<file path="src/rtl/fetch_redirect_ctrl_pkg.sv">
// Shared types and constants for the fetch redirect controller.
//   fr_state_e     : controller FSM states (run, pending replay, shadow squash)
//   redirect_cls_e : redirect class; numeric order encodes priority (trap highest)
//   PC_RESET_VEC   : PC reset vector, owned by the PC register, kept here for reference
package fetch_redirect_ctrl_pkg;

    typedef enum logic [1:0] {
        StRun     = 2'd0,
        StPending = 2'd1,
        StShadow  = 2'd2
    } fr_state_e;

    // Encoding is significant: a larger value means a higher priority.
    typedef enum logic [1:0] {
        ClsNone   = 2'd0,
        ClsBranch = 2'd1,
        ClsMret   = 2'd2,
        ClsTrap   = 2'd3
    } redirect_cls_e;

    localparam logic [31:0] PC_RESET_VEC = 32'h8000_0000;

endpackage

</file>
<file path="src/rtl/fetch_redirect_ctrl_redirect_arbiter.sv">
// Combinational priority selection of the live redirect source.
// Ports:
//   trap_req / trap_vec   : trap request and mtvec (low two bits are forced to zero)
//   mret_req / mepc       : mret retiring and its return address
//   br_taken / br_target  : EX-stage resolved-taken branch and its target
//   live_cls / live_addr  : winning class (ClsNone if nothing live) and its address
module redirect_arbiter
    import fetch_redirect_ctrl_pkg::*;
#(
    parameter int unsigned WIDTH = 32
) (
    input  logic             trap_req,
    input  logic [WIDTH-1:0] trap_vec,
    input  logic             mret_req,
    input  logic [WIDTH-1:0] mepc,
    input  logic             br_taken,
    input  logic [WIDTH-1:0] br_target,
    output redirect_cls_e    live_cls,
    output logic [WIDTH-1:0] live_addr
);

    always_comb begin
        live_cls  = ClsNone;
        live_addr = '0;
        if (trap_req) begin
            live_cls  = ClsTrap;
            live_addr = {trap_vec[WIDTH-1:2], 2'b00};
        end else if (mret_req) begin
            live_cls  = ClsMret;
            live_addr = mepc;
        end else if (br_taken) begin
            live_cls  = ClsBranch;
            live_addr = br_target;
        end
    end

endmodule

</file>
<file path="src/rtl/fetch_redirect_ctrl.sv">
// Fetch redirect controller: arbitrates trap/mret/branch redirects, holds a redirect
// that arrives while the memories freeze the pipeline and replays it once the freeze
// drops, squashes the wrong-path fetch after a redirect, and counts stalls/redirects.
// Ports:
//   cpu_clk, reset                    : clock, async active-high reset
//   br_taken/br_target, trap_req/trap_vec, mret_req/mepc : redirect sources
//   load_use                          : ID-stage load-use hazard
//   imem_busy, dmem_busy              : memory not ready (either one freezes the pipe)
//   count_enb, pcsel, redirect_addr   : PC control
//   flush_ifid, flush_idex, stall_ifid, stall_idex : pipeline register control
//   stall_cnt, redirect_cnt           : free-running wrapping performance counters
module fetch_redirect_ctrl
    import fetch_redirect_ctrl_pkg::*;
#(
    parameter int unsigned WIDTH = 32
) (
    input  logic             cpu_clk,
    input  logic             reset,
    input  logic             br_taken,
    input  logic [WIDTH-1:0] br_target,
    input  logic             trap_req,
    input  logic [WIDTH-1:0] trap_vec,
    input  logic             mret_req,
    input  logic [WIDTH-1:0] mepc,
    input  logic             load_use,
    input  logic             imem_busy,
    input  logic             dmem_busy,
    output logic             count_enb,
    output logic             pcsel,
    output logic [WIDTH-1:0] redirect_addr,
    output logic             flush_ifid,
    output logic             flush_idex,
    output logic             stall_ifid,
    output logic             stall_idex,
    output logic [31:0]      stall_cnt,
    output logic [31:0]      redirect_cnt
);

    fr_state_e        state_q, state_d;
    logic             pend_valid_q, pend_valid_d;
    redirect_cls_e    pend_cls_q, pend_cls_d;
    logic [WIDTH-1:0] pend_addr_q, pend_addr_d;
    logic [31:0]      stall_cnt_q, redirect_cnt_q;

    redirect_cls_e    live_cls;
    logic [WIDTH-1:0] live_addr;
    logic             freeze;
    logic             live_wins;

    assign freeze = imem_busy | dmem_busy;

    redirect_arbiter #(
        .WIDTH (WIDTH)
    ) u_arbiter (
        .trap_req  (trap_req),
        .trap_vec  (trap_vec),
        .mret_req  (mret_req),
        .mepc      (mepc),
        .br_taken  (br_taken),
        .br_target (br_target),
        .live_cls  (live_cls),
        .live_addr (live_addr)
    );

    // A live redirect only displaces a held one if strictly higher priority.
    assign live_wins = !pend_valid_q || (live_cls > pend_cls_q);

    always_comb begin
        state_d       = state_q;
        pend_valid_d  = pend_valid_q;
        pend_cls_d    = pend_cls_q;
        pend_addr_d   = pend_addr_q;
        count_enb     = 1'b1;
        pcsel         = 1'b0;
        redirect_addr = live_addr;
        flush_ifid    = 1'b0;
        flush_idex    = 1'b0;
        stall_ifid    = 1'b0;
        stall_idex    = 1'b0;

        if (freeze) begin
            count_enb  = 1'b0;
            stall_ifid = 1'b1;
            stall_idex = 1'b1;
            if (live_cls != ClsNone) begin
                if (state_q != StPending || live_wins) begin
                    pend_valid_d = 1'b1;
                    pend_cls_d   = live_cls;
                    pend_addr_d  = live_addr;
                end
                state_d = StPending;
            end
        end else begin
            unique case (state_q)
                StPending: begin
                    count_enb     = 1'b1;
                    pcsel         = 1'b1;
                    flush_ifid    = 1'b1;
                    flush_idex    = 1'b1;
                    redirect_addr = live_wins ? live_addr : pend_addr_q;
                    pend_valid_d  = 1'b0;
                    pend_cls_d    = ClsNone;
                    pend_addr_d   = '0;
                    state_d       = StShadow;
                end
                StShadow: begin
                    if (live_cls != ClsNone) begin
                        pcsel      = 1'b1;
                        flush_ifid = 1'b1;
                        flush_idex = 1'b1;
                        state_d    = StShadow;
                    end else begin
                        // Instruction fetched down the old path is still in IF/ID.
                        flush_ifid = 1'b1;
                        state_d    = StRun;
                    end
                end
                default: begin
                    if (live_cls != ClsNone) begin
                        pcsel      = 1'b1;
                        flush_ifid = 1'b1;
                        flush_idex = 1'b1;
                        state_d    = StShadow;
                    end else if (load_use) begin
                        count_enb  = 1'b0;
                        stall_ifid = 1'b1;
                        flush_idex = 1'b1;
                    end
                end
            endcase
        end
    end

    always_ff @(posedge cpu_clk or posedge reset) begin
        if (reset) begin
            state_q        <= StRun;
            pend_valid_q   <= 1'b0;
            pend_cls_q     <= ClsNone;
            pend_addr_q    <= '0;
            stall_cnt_q    <= '0;
            redirect_cnt_q <= '0;
        end else begin
            state_q      <= state_d;
            pend_valid_q <= pend_valid_d;
            pend_cls_q   <= pend_cls_d;
            pend_addr_q  <= pend_addr_d;
            if (!count_enb) begin
                stall_cnt_q <= stall_cnt_q + 32'd1;
            end
            if (pcsel) begin
                redirect_cnt_q <= redirect_cnt_q + 32'd1;
            end
        end
    end

    assign stall_cnt    = stall_cnt_q;
    assign redirect_cnt = redirect_cnt_q;

endmodule

</file>
<file path="config.mk">
export PLATFORM = sky130hd
export DESIGN_NAME = fetch_redirect_ctrl
export DESIGN_NICKNAME = d
export VERILOG_FILES = /design/src/rtl/fetch_redirect_ctrl_pkg.sv /design/src/rtl/fetch_redirect_ctrl_redirect_arbiter.sv /design/src/rtl/fetch_redirect_ctrl.sv
export SDC_FILE = /design/constraint.sdc
export NUM_CORES = 1
export LEC_CHECK = 0
export BUFFER_PORTS_ARGS = -buffer_cell sky130_fd_sc_hd__buf_4
export CORE_MARGIN = 1
export CORE_UTILIZATION = 50
export DETAILED_ROUTE_END_ITERATION = 12
export HOLD_SLACK_MARGIN = 0.15
export MAX_ROUTING_LAYER = met4
export PLACE_DENSITY = 0.81
export SYNTH_ARGS = -nofsm -noshare
export SYNTH_HDL_FRONTEND = slang
export SYNTH_SLANG_ARGS = --single-unit
</file>
<file path="constraint.sdc">
create_clock -name cpu_clk -period 4 [get_ports cpu_clk]
set_input_delay 0.8 -clock cpu_clk [delete_from_list [all_inputs] [get_ports cpu_clk]]
set_output_delay 0.8 -clock cpu_clk [all_outputs]
set_load 0.01 [all_outputs]
</file>
---- Yosys cells after proc, flatten, opt, wreduce, memory -nomap -nowiden ----
Index checks and enable logic that the tools add are counted.
cells by class
  add/sub/neg operators ................... 2
  order comparisons ....................... 1
  eq/ne operators ......................... 5
  muxes and demuxes ....................... 43
  bitwise gates (word level) .............. 1
  reduce and logical (&&, ||, !) cells .... 9
operators with widths
  cell                     number
  $mux W32                 10
  $add A32 B1 Y32 const B  2
  $mux W1                  21
  $mux W2                  10
  $ne A2 B1 Y1 const B     3
  $pmux W2 S2              1
  $reduce_bool A2 Y1       2
  $reduce_and A3 Y1        1
  $reduce_bool A3 Y1       1
  $eq A2 B1 Y1 const B     1
  $eq A2 B2 Y1 const B     1
  $gt A2 B2 Y1             1
  $logic_or A1 B1 Y1       2
  $pmux W1 S2              1
  $reduce_and A2 Y1        1
  $reduce_or A2 Y1         1
  $logic_not A1 Y1         1
  $or A1 B1 Y1             1
word-level totals
  flip-flop bits (word level) ............. 101
  input port bits ......................... 104
  output and inout port bits .............. 102
  word-level logic and storage cells ...... 67

---- Longest topological paths before layout ----
Gate-level depths: netlist of the first run.
  depth after elaboration ................. 9
  gate-level depth with buffers ........... 10
  depth with buffers taken out ............ 7

---- By module ----
Synthesis of the first run repeated with hierarchy kept, for this count alone.
second synthesis, totals
  cells, all modules ...................... 610
  area, all modules ....................... 5813.1 µm²
modules (own cells, without submodules)
  module               times used  cells each  area an instance (µm²)  sequential area each (µm²)
  fetch_redirect_ctrl  1           463         4897.2                  2527.4
  redirect_arbiter     1           147         915.9                   0.0

---- Least setup slack after synthesis of the first run ----
Ideal clock, no wire load.
  kind .................................... input-to-output
  from .................................... input mret_req
  to ...................................... output redirect_addr[21]
  data arrival time ....................... 2.931 ns
  setup slack ............................. 0.269 ns
  cell stages on the path ................. 10
  path buffers ............................ 3
  path through ............................ and2b_1 > clkbuf_1 > clkbuf_1 > nor2_1 > ha_1 > nand2_1 > o21ai_0 > nand4_1 > buf_1 > mux2i_1
on the way
  word-level cells in the longest chain between the ends .. 7
ends and longest elaborated chain
  item                line                                        RTL
  start, declared     fetch_redirect_ctrl.sv:23                   input logic mret_req,
  $mux W2             fetch_redirect_ctrl_redirect_arbiter.sv:28  end else if (mret_req) begin
  $mux W2             fetch_redirect_ctrl_redirect_arbiter.sv:25  if (trap_req) begin
  $gt A2 B2 Y1        fetch_redirect_ctrl.sv:66                   assign live_wins = !pend_valid_q || (live_cls > pend_cls_q);
  $logic_or A1 B1 Y1  fetch_redirect_ctrl.sv:66
  $mux W32            fetch_redirect_ctrl.sv:100                  redirect_addr = live_wins ? live_addr : pend_addr_q;
  $mux W32            fetch_redirect_ctrl.sv:94                   unique case (state_q)
  $mux W32 (*)        fetch_redirect_ctrl.sv:81                   if (freeze) begin
  end, declared       fetch_redirect_ctrl.sv:30                   output logic [WIDTH-1:0] redirect_addr,
Every way passes the cells marked *; elsewhere a longest branch is shown, timed or not.

---- Final worst setup path of the first run ----
  from .................................... input mret_req
  to ...................................... output redirect_addr[2]
Same word-level chain as after synthesis.

==> impl_metrics.tcl, run 1 <==
set metrics [dict create \
    status "finished, final reports clean" \
    yosysUniqueCellTypes 44 \
    post-cts-setup-buffer-count 0 \
    final_cell_mix "buf_4, dfrtp_1, nand2_1" \
    post_drt_wl_per_cell_um 16.2 \
    synth_top_area_frac 0.450 \
    startpoint_type "input pin" \
    die_y_um 108 \
    clk_latency_ns 0.36 \
    core_um2 10900 \
    port_buffers 203 \
    synthToLayoutAreaGrowth_pct 33.4 \
    power.switching_uw 1000 \
    fin_util 0.688 \
    ys.warnings.count 0 \
    yosys.area.top_type "dfrtp_1" \
    antenna_cells 0 \
    layout_commonest_cell "buf_4" \
    critical_path.startpoint "mret_req" \
    grt_antenna_before_repair 0 \
    routed_via_density 5.50 \
    seq_power_share 0.451 \
    grt-ovfl-total 0 \
    ios 206 \
    synth_edf_count 0 \
    max-vdd-ir-drop_v 0.000249 \
    clock_path_buffers 2 \
    drt_iter0_drc 289 \
    syn_inst 559 \
    ys_seq_area_frac 0.450 \
    die_area_um2 11700 \
    nNetsFinal 863 \
    placementRows 38 \
    wirelength_mm 14.5 \
    cap_violations 0 \
    reg2reg_setup_slack_ns 1.49 \
    h-tree-depth 3 \
    critPathCaptureType "primary output" \
    die_width_um 108 \
    grt_pass1_vias 4857 \
    first_pass_iters 4 \
    synth-seq-cells 101 \
    tns_ns 0 \
    rsz0062_at_grt "no" \
    grt_pass1_wl_mm 23.1 \
    cts_sinks 101 \
    max_freq_mhz 268 \
    worstReg2RegStart "state_q[0]" \
    grtUsageTotal 0.264 \
    worstSetupPathType "input pin to primary output" \
    switching_share 0.326 \
    initial_utilization 0.516 \
    hp-class "flip-flop to flip-flop" \
    slew_headroom 0.195 \
    worst_pin_slew_ns 1.20 \
    reg2reg_to "stall_cnt[22]" \
    rr_worst_depth 6 \
    synth_area_per_cell_um2 10.0 \
    arrival_ns 2.93 \
    power.density_nw_per_um2 411 \
    grt_max_degree 74 \
    p_int_uw 2080 \
    power.share.clock 0.211 \
    hold_violations 0 \
    post_cts_resized 0 \
    dp_hpwl_mm 10.6 \
    numCtsBuffers 9 \
    p_leak_uw 0.00375 \
    pwr-share-comb 0.338 \
    synthTopCellsByArea "dfrtp_1, mux2i_1, xnor2_1" \
    cts_hold_buf 0 \
    async_flop_share 1.00 \
    maxSlewViolCount 0 \
    final_layout_size_suffix_gt1_frac 0.344 \
    clkSlewWorstSetupHoldPaths_ns 0.10 \
    place.gp.congestion 0.840 \
    fin_crit_sh 0.933 \
    hold_ws_ns 0.481 \
    drc 0 \
    root_buffer "clkbuf_8" \
    endpoint "redirect_addr[2]" \
    synth_nets 669 \
    path_max_fanout 32 \
    synthesis.area_um2 5620 \
    min_period_ns 3.73 \
    ant_nets 0 \
    cts_tree "yes" \
    finClkSkew_ns 0.0113 \
    num_vias 4940 \
    setup_viol 0 \
    yosys_most_used_dff "dfrtp_1" \
    critPathRequiredTime_ns 3.20 \
]
==> critical path, stage by stage <==
cell and delay [ns]:
buf_4 0.14, nor2_1 0.16, inv_1 0.09, ha_1 0.29, nor2b_1 0.13, o21ai_0 0.39, nand4_1 0.22, buf_12 0.23
mux2_2 0.32, buf_4 0.15
==> through the flow <==
| step | worst slack [ns] | power (µW) | cell area [µm²] | instances |
|---|---|---|---|---|
| floorplan | 0.269 | 2000 | 5620 | 559 |
| global placement | 0.394 | 2410 | 7290 | 882 |
| detailed placement | 0.299 | 2460 | 7290 | 882 |
| CTS | 0.278 | 3120 | 7490 | 898 |
| global route | 0.116 | 3290 | 7490 | 898 |
| finish | 0.268 | 3080 | 7490 | 898 |
==> how the worst min path moves through the flow <==
stage,slack (ns),to,cells after the start,start
after floorplan,0.49,pend_valid_q,2,pend_valid_q
after global placement,0.46,redirect_cnt[31],1,redirect_cnt[31]
after detailed placement,0.47,redirect_cnt[31],1,redirect_cnt[31]
after CTS,0.49,redirect_cnt[31],1,redirect_cnt[31]
after global routing,0.51,redirect_cnt[31],1,redirect_cnt[31]
final,0.48,redirect_cnt[31],1,redirect_cnt[31]
==> routing by layer <==
layer | GRT usage | wire, µm
met4 | 0.122 | 243
met2 | 0.447 | 7360
met5 | - | 0
met3 | 0.0476 | 925
met1 | 0.305 | 5970
==> cells in the mapped netlist (all sizes together) (13+ instances only) <==
master and count:
xor2 13, nand4 35, nand3 19, o21ai 32
nand2 57, clkbuf 18, inv 35, a221o 20
nor2 20, mux2i 46, mux2 22, xnor2 49
dfrtp 101
==> power groups by stage <==
stage | combinational [µW] | clock, µW | sequential, µW
after floorplan | 607 | 0 | 1400
after global placement | 1020 | 0 | 1400
after detailed placement | 1050 | 0 | 1410
after CTS | 1060 | 674 | 1390
after global routing | 1150 | 718 | 1420
final | 1040 | 650 | 1390
==> cells by family (layout without fill, tap and decap cells) <==
family	after synthesis	in the layout	synth area share
adders and majority gates	6	6	0.0134
AOI/OAI and AO/OA	73	73	0.0951
and+or+nand+nor	184	184	0.172
muxes	68	68	0.126
DFF	101	101	0.450
xor gates and xnor gates	62	62	0.0967
buffers and inverters	65	264	0.0470
==> flip-flops by register name (all words and copies together), names as in the netlist <==
signal,flops
pend_cls_q,2
redirect_cnt,32
pend_addr_q,32
pend_valid_q,1
state_q,2
stall_cnt,32
==> final cells by class <==
type | instances | area [µm²]
clock buffer | 11 | 141
clock inverter | 5 | 58.8
fill | 894 | 3390
inverter | 35 | 134
multi-input combinational | 393 | 2830
sequential | 101 | 2530
tap | 140 | 175
timing repair buffer | 213 | 1620
(Power assumes the default switching activity.)
==> inputs of run 2 (changes only) <==
--- a/config.mk
+++ b/config.mk
@@ -6,6 +6,7 @@
 export NUM_CORES = 1
 export LEC_CHECK = 0
 export BUFFER_PORTS_ARGS = -buffer_cell sky130_fd_sc_hd__buf_4
+export CORE_ASPECT_RATIO = 1.1
 export CORE_MARGIN = 1
 export CORE_UTILIZATION = 50
 export DETAILED_ROUTE_END_ITERATION = 12
==> run 2 against run 1 <==
Compared with the run above:
- combinational power hardly changed
- final area is 0.98% higher
- register-to-register slack better by 0.05 ns
- critical path depth stayed put
- sequential share of layout area is 0.33 points lower
- die area hardly changed
- routed wire length is 3.5% higher
- maximum frequency is 0.65% higher
- global-route usage is 0.46 points higher
- core utilization is 0.53 points higher
- sequential power hardly changed
- clock power is 28% higher
- largest cell class unchanged
==> impl_metrics.tcl, run 2 (synthesis gave the netlist of run 1 again) <==
set metrics [dict create \
    worstSetupPathType "input pin to primary output" \
    wirelength_mm 15.0 \
    h-tree-depth 3 \
    max_freq_mhz 270 \
    die_width_um 103 \
    port_buffers 203 \
    path_max_fanout 26 \
    numPlacedInstances 888 \
    path_delay_family "buffers and inverters" \
    grt_antenna_before_repair 0 \
    fin_crit_sh 0.927 \
    grt_pass1_vias 5101 \
    ant_nets 0 \
    cap_violations 0 \
    finClkSkew_ns 0.00905 \
    worst_pin_slew_ns 1.17 \
    final_cell_mix "buf_4, dfrtp_1, nand2_1" \
    crit_path_cell_trace "buf_4, nor2_1, inv_1, ha_1, nor2b_1, o21ai_0, nand4_1, buf_4, mux2_2, buf_4" \
    layout_commonest_cell "buf_4" \
    hold_path_depth 1 \
    ios 206 \
    post-cts-setup-buffer-count 0 \
    p_leak_uw 0.00378 \
    grtUsageTotal 0.269 \
    min_period_ns 3.71 \
    power.density_nw_per_um2 432 \
    grt_max_degree 95 \
    final_cell_count_no_fill 904 \
    placementRows 40 \
    critPathCaptureType "primary output" \
    startpoint_type "input pin" \
    num_vias 5080 \
    worst_path_most_repeated_cell "buf_4" \
    arrival_ns 2.91 \
    grt-ovfl-total 0 \
    clkSlewWorstSetupHoldPaths_ns 0.07 \
    power.share.clock 0.256 \
    layout_setup_ws_ns 0.292 \
    rsz0062_at_grt "no" \
    clock_path_buffers 2 \
    multi_input_area_um2 2830 \
    clk_latency_ns 0.34 \
    p_int_uw 2210 \
    cts_tree "yes" \
    slew_headroom 0.221 \
    rr_worst_depth 6 \
    seq_power_share 0.427 \
    fin_area_um2 7570 \
    critical_path_depth 10 \
    dp_hpwl_mm 10.9 \
    root_buffer "clkbuf_16" \
    die_area_um2 11700 \
    grt_pass1_wl_mm 24.0 \
    hp-class "flip-flop to flip-flop" \
    slowest_stage "o21ai_0" \
    place.gp.congestion 0.861 \
    dpl_cell_area_um2 7280 \
    cts_hold_buf 0 \
    die_y_um 113 \
    pwr-share-comb 0.317 \
    first_pass_iters 5 \
    pre_cts_ws_ns 0.271 \
    hold_violations 0 \
    worst-path-buf-inv 4 \
    routed_via_density 5.62 \
    regArea_um2 2530 \
    nNetsFinal 862 \
    initial_utilization 0.515 \
    numCtsBuffers 9 \
    core_um2 10900 \
    fill_cells 891 \
    final_layout_size_suffix_gt1_frac 0.345 \
    setup_viol 0 \
    max-vdd-ir-drop_v 0.000259 \
    slowest_delay_ns 0.34 \
    switching_share 0.323 \
    maxSlewViolCount 0 \
    critPathRequiredTime_ns 3.20 \
    cts_sinks 101 \
    post_drt_wl_per_cell_um 16.6 \
    drt_iter0_drc 218 \
    status "finished, final reports clean" \
    drc 0 \
    power.switching_uw 1060 \
    post_cts_resized 0 \
    synthToLayoutAreaGrowth_pct 34.8 \
    antenna_cells 0 \
    tns_ns 0 \
]
==> run 2: cell types whose count changed in the layout (fill, tap and decap cells not counted) <==
| cell | change |
|---|---|
| buf_12 | -1 |
| bufinv_16 | -1 |
| clkbuf_1 | -1 |
| clkbuf_16 | +9 |
| clkbuf_8 | -9 |
| clkinv_4 | +1 |
| inv_6 | +1 |
==> run 2: power by group through the flow <==
stage / registers (µW) / logic, µW / clock network (µW)
floorplan: 1400 / 607 / 0
global placement: 1390 / 1010 / 0
detailed placement: 1410 / 1050 / 0
CTS: 1400 / 1050 / 852
global route: 1420 / 1140 / 886
finish: 1390 / 1040 / 835
==> run 2: area by class of cell <==
class,count,area share
Clock buffer,10,0.0316
Clock inverter,6,0.00612
Inverter,35,0.0177
Multi-Input combinational cell,393,0.374
Sequential cell,101,0.334
Tap cell,147,0.0243
Timing Repair Buffer,212,0.212
==> run 2: per-stage QoR <==
stage / hold slack [ns] / util / total power [µW]
floorplan: 0.489 / - / 2000
global placement: 0.463 / 0.668 / 2400
detailed placement: 0.475 / 0.668 / 2460
CTS: 0.497 / 0.694 / 3300
global route: 0.518 / 0.694 / 3450
finish: 0.493 / 0.694 / 3270
==> run 2: metal layers <==
layer / global-route usage / vias up / wire, µm
li1: - / 2372 / -
met1: 0.315 / 2496 / 6150
met2: 0.456 / 175 / 7640
met3: 0.0401 / 37 / 799
met4: 0.111 / 0 / 422
met5: - / - / 0
==> run 2: worst paths after layout <==
kind | from | endpoint | slack (ns)
min reg2reg | stall_cnt[31] | stall_cnt[31] | 0.49
max | trap_req | redirect_addr[9] | 0.29
min | stall_cnt[31] | stall_cnt[31] | 0.49
max in group asynchronous | reset | stall_cnt[25] | 2.44
min in group asynchronous | reset | redirect_cnt[27] | 0.73
max reg2reg | state_q[0] | stall_cnt[28] | 1.54
